--- src/rtl/traffic_scheduler.sv ---
// Four-way intersection phase scheduler: round-robin green grant among waiting lanes,
// each green followed by yellow and an all-red clearance, with a per-phase countdown.
module traffic_scheduler #(
    parameter int GREEN_TIME  = 20,
    parameter int YELLOW_TIME = 3,
    parameter int CLEAR_TIME  = 1
) (
    input  logic       clk,
    input  logic       rst_n,
    input  logic       l1,
    input  logic       l2,
    input  logic       l3,
    input  logic       l4,
    output logic [3:0] green,
    output logic [3:0] yellow,
    output logic [4:0] countDown
);

    localparam logic [1:0] ST_IDLE   = 2'd0;
    localparam logic [1:0] ST_GREEN  = 2'd1;
    localparam logic [1:0] ST_YELLOW = 2'd2;
    localparam logic [1:0] ST_CLEAR  = 2'd3;

    function automatic logic [3:0] onehot4(input logic [1:0] idx);
        onehot4 = 4'b0001 << idx;
    endfunction

    // First requesting lane strictly after last_idx, wrapping; last_idx itself is checked last.
    function automatic logic [1:0] rr_pick(input logic [3:0] req, input logic [1:0] last_idx);
        logic       found;
        logic [1:0] idx;
        rr_pick = last_idx;
        found   = 1'b0;
        for (int i = 1; i <= 4; i++) begin
            idx = last_idx + 2'(i);
            if (!found && req[idx]) begin
                rr_pick = idx;
                found   = 1'b1;
            end else begin
                found = found;
            end
        end
    endfunction

    logic [1:0] state_r;
    logic [1:0] cur_r;
    logic [1:0] last_r;
    logic [4:0] cnt_r;
    logic [3:0] green_r;
    logic [3:0] yellow_r;

    logic [3:0] req_s;
    logic       any_req_s;
    logic [1:0] pick_s;
    logic       rest_s;

    assign req_s     = {l4, l3, l2, l1};
    assign any_req_s = |req_s;
    assign pick_s    = rr_pick(req_s, last_r);
    // Only the current lane wants the road: keep it green instead of cycling through yellow.
    assign rest_s    = ~|(req_s & ~onehot4(cur_r)) && req_s[cur_r];

    assign green     = green_r;
    assign yellow    = yellow_r;
    assign countDown = cnt_r;

    // Phase sequencer: state, lane indices, countdown and lamp registers.
    always_ff @(posedge clk) begin
        if (!rst_n) begin
            state_r  <= ST_IDLE;
            cur_r    <= 2'd0;
            last_r   <= 2'd3;
            cnt_r    <= 5'd0;
            green_r  <= 4'b0000;
            yellow_r <= 4'b0000;
        end else begin
            case (state_r)
                ST_IDLE: begin
                    if (any_req_s) begin
                        state_r <= ST_GREEN;
                        cur_r   <= pick_s;
                        last_r  <= pick_s;
                        green_r <= onehot4(pick_s);
                        cnt_r   <= 5'(GREEN_TIME);
                    end else begin
                        cnt_r    <= 5'd0;
                        green_r  <= 4'b0000;
                        yellow_r <= 4'b0000;
                    end
                end
                ST_GREEN: begin
                    if (cnt_r > 5'd1) begin
                        cnt_r <= cnt_r - 5'd1;
                    end else if (rest_s) begin
                        cnt_r <= 5'(GREEN_TIME);
                    end else begin
                        state_r  <= ST_YELLOW;
                        green_r  <= 4'b0000;
                        yellow_r <= onehot4(cur_r);
                        cnt_r    <= 5'(YELLOW_TIME);
                    end
                end
                ST_YELLOW: begin
                    if (cnt_r > 5'd1) begin
                        cnt_r <= cnt_r - 5'd1;
                    end else begin
                        state_r  <= ST_CLEAR;
                        yellow_r <= 4'b0000;
                        cnt_r    <= 5'(CLEAR_TIME);
                    end
                end
                ST_CLEAR: begin
                    if (cnt_r > 5'd1) begin
                        cnt_r <= cnt_r - 5'd1;
                    end else if (any_req_s) begin
                        state_r <= ST_GREEN;
                        cur_r   <= pick_s;
                        last_r  <= pick_s;
                        green_r <= onehot4(pick_s);
                        cnt_r   <= 5'(GREEN_TIME);
                    end else begin
                        state_r <= ST_IDLE;
                        cnt_r   <= 5'd0;
                    end
                end
                default: begin
                    state_r  <= ST_IDLE;
                    cnt_r    <= 5'd0;
                    green_r  <= 4'b0000;
                    yellow_r <= 4'b0000;
                end
            endcase
        end
    end

endmodule

--- config.mk ---
export PLATFORM = sky130hd
export DESIGN_NAME = traffic_scheduler
export DESIGN_NICKNAME = d
export VERILOG_FILES = /design/src/rtl/traffic_scheduler.sv
export SDC_FILE = /design/constraint.sdc
export NUM_CORES = 1
export LEC_CHECK = 0
export CORE_MARGIN = 10
export CORE_UTILIZATION = 30
export CTS_CLUSTER_DIAMETER = 100
export DETAILED_ROUTE_END_ITERATION = 6
export DONT_BUFFER_PORTS = 1
export PLACE_DENSITY = 0.46
export SLEW_MARGIN = 5
export SYNTH_ARGS = -nofsm -noshare
export SYNTH_HDL_FRONTEND = slang
export SYNTH_SLANG_ARGS = --single-unit
--- constraint.sdc ---
create_clock -name clk -period 2.1 [get_ports clk]
set_clock_uncertainty 0.05 [all_clocks]
set_input_delay 0.63 -clock clk [delete_from_list [all_inputs] [get_ports clk]]
set_output_delay 0.63 -clock clk [all_outputs]
set_load 0.02 [all_outputs]
==> flow_metrics.tcl <==
set metrics [dict create \
    slew_viol_final 0 \
    peakVddDrop_mv 0.5484 \
    ios 19 \
    crit_buf_inv 0 \
    cp-end-kind "register" \
    final_layout_size_suffix_gt1_frac 0.1753 \
    mostFrequentLayoutCells "21 x nand2_1, 19 x dfxtp_1, 12 x buf_4" \
    drc 0 \
    drt_iter0_drc 37 \
    path_max_fanout 7 \
    synth_top_area_share 0.3093 \
    layout_min_cycle_time_ps 1951 \
    async_reset_ff_frac 0 \
    synthCells 143 \
    cts_buffer_depth 2 \
    worstMarginPinSlew_ps 503.1 \
    grt_usage 0.08196 \
    synth-edff-count 0 \
    synth-seq-cells 19 \
    total_power_mw 2.175 \
    clkSinkCount 19 \
    routed_wl_mm 2.946 \
    synthTopCellsByArea "dfxtp_1 31%, ha_1 7.1%, nand2_1 6.7%, mux2i_1 4.9%, nor2_1 3.1%" \
    crit_family "compound AO/OA/AOI/OAI gates" \
    first_global_vias 1046 \
    cts_inserted_buffers 3 \
    cts_root_buf "clkbuf_8" \
    place_area_um2 1364 \
    crit_type "register to register" \
    finalHoldViolations 0 \
    grt_start_max_net_pins 24 \
    arrival_ps 2100 \
    firstDrtPassIters 4 \
    critPathRequiredTime_ps 2250 \
    powerDensity_nw_per_um2 1530 \
    final_common_cell "nand2_1" \
    vias 1046 \
    finalSetupViolCount 0 \
    period_share 0.9291 \
    rsz0062_at_grt "no" \
    synth_area_per_cell_um2 8.601 \
    cpMaxStageDelayCell "dfxtp_1" \
    fin_util 0.3579 \
    num_rows 23 \
    place.gp.congestion 0.7608 \
    htreeDepth 1 \
    synth_area_leader_cell "dfxtp_1" \
    postCtsSetupBuffers 0 \
    viasPerCell 5.127 \
    fmax_mhz 512.5 \
    wl_met2_mm 1.317 \
    p_leak_nw 0.5805 \
    syn_area_um2 1230 \
    nets 168 \
    place_ws_ps -89.58 \
    max_stage_delay_ps 500 \
    post_drt_wl_per_cell_um 14.44 \
    antenna_found_initial 0 \
    core_area_um2 3971 \
    insertion_delay_ps 270 \
    start_util 0.3097 \
    status "completed" \
    hp-class "input pin to register" \
    io_buffers 0 \
    fp.dieH_um 84.03 \
    diodes 0 \
    crit_chain "or3b_1 -> a2111oi_4 -> a311o_4 -> a221oi_4 -> mux2i_1" \
    yosysWarnings 0 \
    die_w_um 84.03 \
    synth_cell_types 44 \
    synth_fp_nets 156 \
    design_area_um2 1421 \
    syn2layout_area_growth_pct 15.56 \
    antenna_left 0 \
    met1_length_mm 1.338 \
    top_layer_used "met4" \
    seq_area_frac_synth 0.3093 \
    path_clk_slew_ps 80 \
    grt-ovfl-total 0 \
    grt_first_pass_wirelength_mm 4.809 \
    wl_met3_um 246 \
    dp_hpwl_mm 2.292 \
    setup_slack_ps 149.0 \
    crit_path_start_kind "register" \
    die_area_um2 7061 \
    relSlewSlack 0.6603 \
    synth_ff_type "dfxtp_1" \
    drv_cap 0 \
    cts_tree "done" \
]
[cells in the mapped netlist (2+ instances only)]
library cell	n
a221oi_2	2
mux2i_1	6
nor2_1	10
nand2_1	22
dfxtp_1	19
a21o_1	4
or2b_1	2
a21oi_1	4
a31oi_1	2
and2_1	2
nor2b_1	3
clkbuf_1	4
o31ai_1	2
o21ai_0	7
o32ai_1	4
inv_1	9
a221oi_1	2
nand3_1	5
nor3_1	2
nand2b_1	2
ha_1	7
[final cells by class]
class                      instances  area [um^2]
timing repair buffer              12        90.09
tap                               50        62.56
clock buffer                       4        45.04
sequential                        19        380.4
inverter                           9        33.78
fill                             428         2550
multi-input combinational        110        809.5
[registers in the layout, summed over array words and instances (netlist names)]
name,flops
countDown,5
cur_r,2
green,4
yellow,4
last_r,2
state_r,2
[timing repair]
item	CTS	global route
resized for setup	0	4
setup endpoints to repair	0	7
hold buffers	0	0
hold endpoints to repair	0	0
[worst reg2reg max path, delay by kind of cell, from the launching register on]
family | cells | cell delay (ps)
muxes | 1 | 220
DFF | 1 | 500
and+or+nand+nor | 1 | 200
AOI/OAI and AO/OA | 3 | 910
[path summary, 6_finish.rpt]
check	from	to	slack [ps]	cells after the start
max reg2reg	cur_r[0]	yellow[3]	150	5
max	cur_r[0]	yellow[3]	150	5
min	rst_n	last_r[1]	380	1
min reg2reg	state_r[1]	state_r[1]	460	2
[where the power goes]
| group | switching [mW] | internal [mW] |
|---|---|---|
| sequential | 0.168 | 0.480 |
| combinational | 0.689 | 0.571 |
| clock | 0.131 | 0.135 |
[metal layers]
layer | vias up | GRT usage
met5 | - | 0
met4 | 0 | 0.03653
met3 | 5 | 0.04004
met2 | 17 | 0.1300
met1 | 487 | 0.08967
li1 | 537 | -
[through the flow]
| stage | instances | TNS (ps) | hold slack (ps) |
|---|---|---|---|
| finish | 204 | 0 | 380.4 |
| global route | 204 | 0 | 382.5 |
| CTS | 204 | 0 | 375.2 |
| detailed placement | 200 | -313.3 | 453.8 |
| global placement | 200 | -10.95 | 438.1 |
| floorplan | 143 | 0 | 420.9 |
[cells by family (layout without fill, tap and decap cells)]
family	Yosys count	count (layout)	share of synthesized area
compound gates	39	39	0.2838
flops	19	19	0.3093
xor+xnor	2	2	0.01424
buf+inv	14	25	0.04272
mux	7	7	0.06002
fa+ha+maj	7	7	0.07121
simple gates	55	55	0.2187
(Power assumes the default switching activity.)
==> RTL edit: new RTL, config.mk and constraints unchanged <==
Make the reset (`rst_n`) asynchronous in one clocked block.
--- a/src/rtl/traffic_scheduler.sv
+++ b/src/rtl/traffic_scheduler.sv
@@ -65,7 +65,7 @@
     assign countDown = cnt_r;
 
     // Phase sequencer: state, lane indices, countdown and lamp registers.
-    always_ff @(posedge clk) begin
+    always_ff @(posedge clk or negedge rst_n) begin
         if (!rst_n) begin
             state_r  <= ST_IDLE;
             cur_r    <= 2'd0;
Behaviour: differs if rst_n is asserted again (counterexample within 4 cycles, from zero or initial values and one cycle with rst_n low); with rst_n held inactive, the same outputs for 10 cycles.
==> RTL edit against the unedited design <==
  * Routed wire length grew 8.9%
  * Final cell count down 3.9%
  * Power rose by 24%
  * Via count down 1.8%
  * Maximum frequency down 0.77%
  * Worst setup slack got worse by 15 ps
  * Global-route usage rose by 0.38 points
  * Sequential cell count is the same
  * First-iteration DRC count unchanged
  * Largest power group unchanged
  * Area after synthesis up 3.9%
  * Cell area increased by 7.2%
  * Critical endpoint is now yellow[0]
  * Synthesized cell count decreased by 11%
==> RTL edit: results (changes against the unedited design) <==
Avg WL per Cell=16.4 um (+13%); diodes inserted=0 (unchanged); Worst R2R Path Depth=5 (unchanged); initial antenna violation count=0 (unchanged); DRT Wirelength=3210 um (+8.9%); First-pass DRT Iterations=4 (unchanged); via count=1027 (-1.8%); H-Tree Depth=1 (unchanged); FFs w/ async S/R, synth=100% (+100 points); CP max FO=7 (unchanged); GRT Resource Usage Total=8.58% (+0.38 points); R2R Setup Slk=130 ps (-20 ps); peak supply drop=0.000500 V (-8.9%); Final period util=93.6% (+0.72 points); critical path's slowest cell=a221o_4; Worst-path clk slew=70 ps; Setup WS pre-CTS=-72.1 ps (+17.4 ps); Root Buffer=clkbuf_8; Synth top cells by count=dfrtp_1, nor2_1, nand2_1; hpwl dp=2490 um (+8.7%); worst setup path end=yellow[0]; leakage=0.000661 uW (+14%); FF-to-FF Start=countDown[4]; vias in the first global route=1063 (+1.6%); fill count=400 (-6.5%); slowest cell delay on critical path=460 ps (-40 ps); placed cells=189 (-5.5%); largest net degree at the start of global routing=20 (-17%); post-synth net total=140 (-10%); layout cells sized above 1=26.7% (+9.2 points); Synth area leaders=dfrtp_1, ha_1, mux2_4; first-pass GRT wire length=5150 um (+7.0%); Hold/Removal Path Class=in -> async; fin nets=160 (-4.8%); status=finished clean; Cell variety after synth=49 (+11%); RD Place Congestion=0.782 (+2.7%); Primary FF master, synth=dfrtp_1; Avg Cell Area, Syn=10.1 um2 (+17%); WP data arrival=2060 ps (-40 ps); clock insertion delay at the later pin of the skew report=260 ps; Seq/Total Area, Yosys=37.4% (+6.5 points); max reg flops=5 (unchanged); TritonCTS buffer count=3 (unchanged); Least-Margin Pin Slew=534 ps (+30.4 ps)
## RTL edit: area by class of cell
cell class,instances,area share [%]
tap,50,4.11
timing repair buffer,18,9.36
clock buffer,4,2.96
multi-input combinational,97,50.2
inverter,8,1.97
sequential,19,31.4
## RTL edit: timing repair
item                                   4_1_cts  5_1_grt
hold buffers                                 0        3
gates resized for setup                      0        2
setup endpoints to repair                    0        6
endpoints found under the hold margin        0       11
## RTL edit: routing by layer
layer,GRT usage [%],up-vias,wire length (um)
met2,14.0,23,1610
met1,9.46,493,1330
li1,-,508,-
met4,3.74,0,28
met3,3.63,3,230
met5,0,-,0
## RTL edit: logic make-up after synthesis
group / share of synthesized area, %
buffers and inverters: 3.92
flip-flops: 37.4
multiplexers: 9.89
AO/OA/AOI/OAI: 19.4
AND/OR/NAND/NOR: 20.5
XOR/XNOR: 2.06
adder cells (fa/ha/maj): 6.86
## RTL edit: metrics by stage
step	utilization (%)	total power [uW]	TNS, ps	area (um2)	hold slack (ps)
after floorplan	-	1960	-120	1290	284
after global placement	35.5	2390	-333	1440	285
after detailed placement	35.5	2430	-455	1440	285
after CTS	36.6	2700	0	1490	2.54
after global routing	37.6	2930	0	1520	137
final	37.6	2700	0	1520	154
## RTL edit: critical path: cells and delay by family, from the launching register on
family | cells | cell delay [ps]
and+or+nand+nor | 2 | 370
muxes | 1 | 310
DFF | 1 | 380
AOI/OAI and AO/OA | 2 | 750
## RTL edit: report_power, final
part | total, uW | internal (uW) | switching (uW)
Clock | 255 | 135 | 120
Sequential | 770 | 549 | 221
Combinational | 1670 | 837 | 833
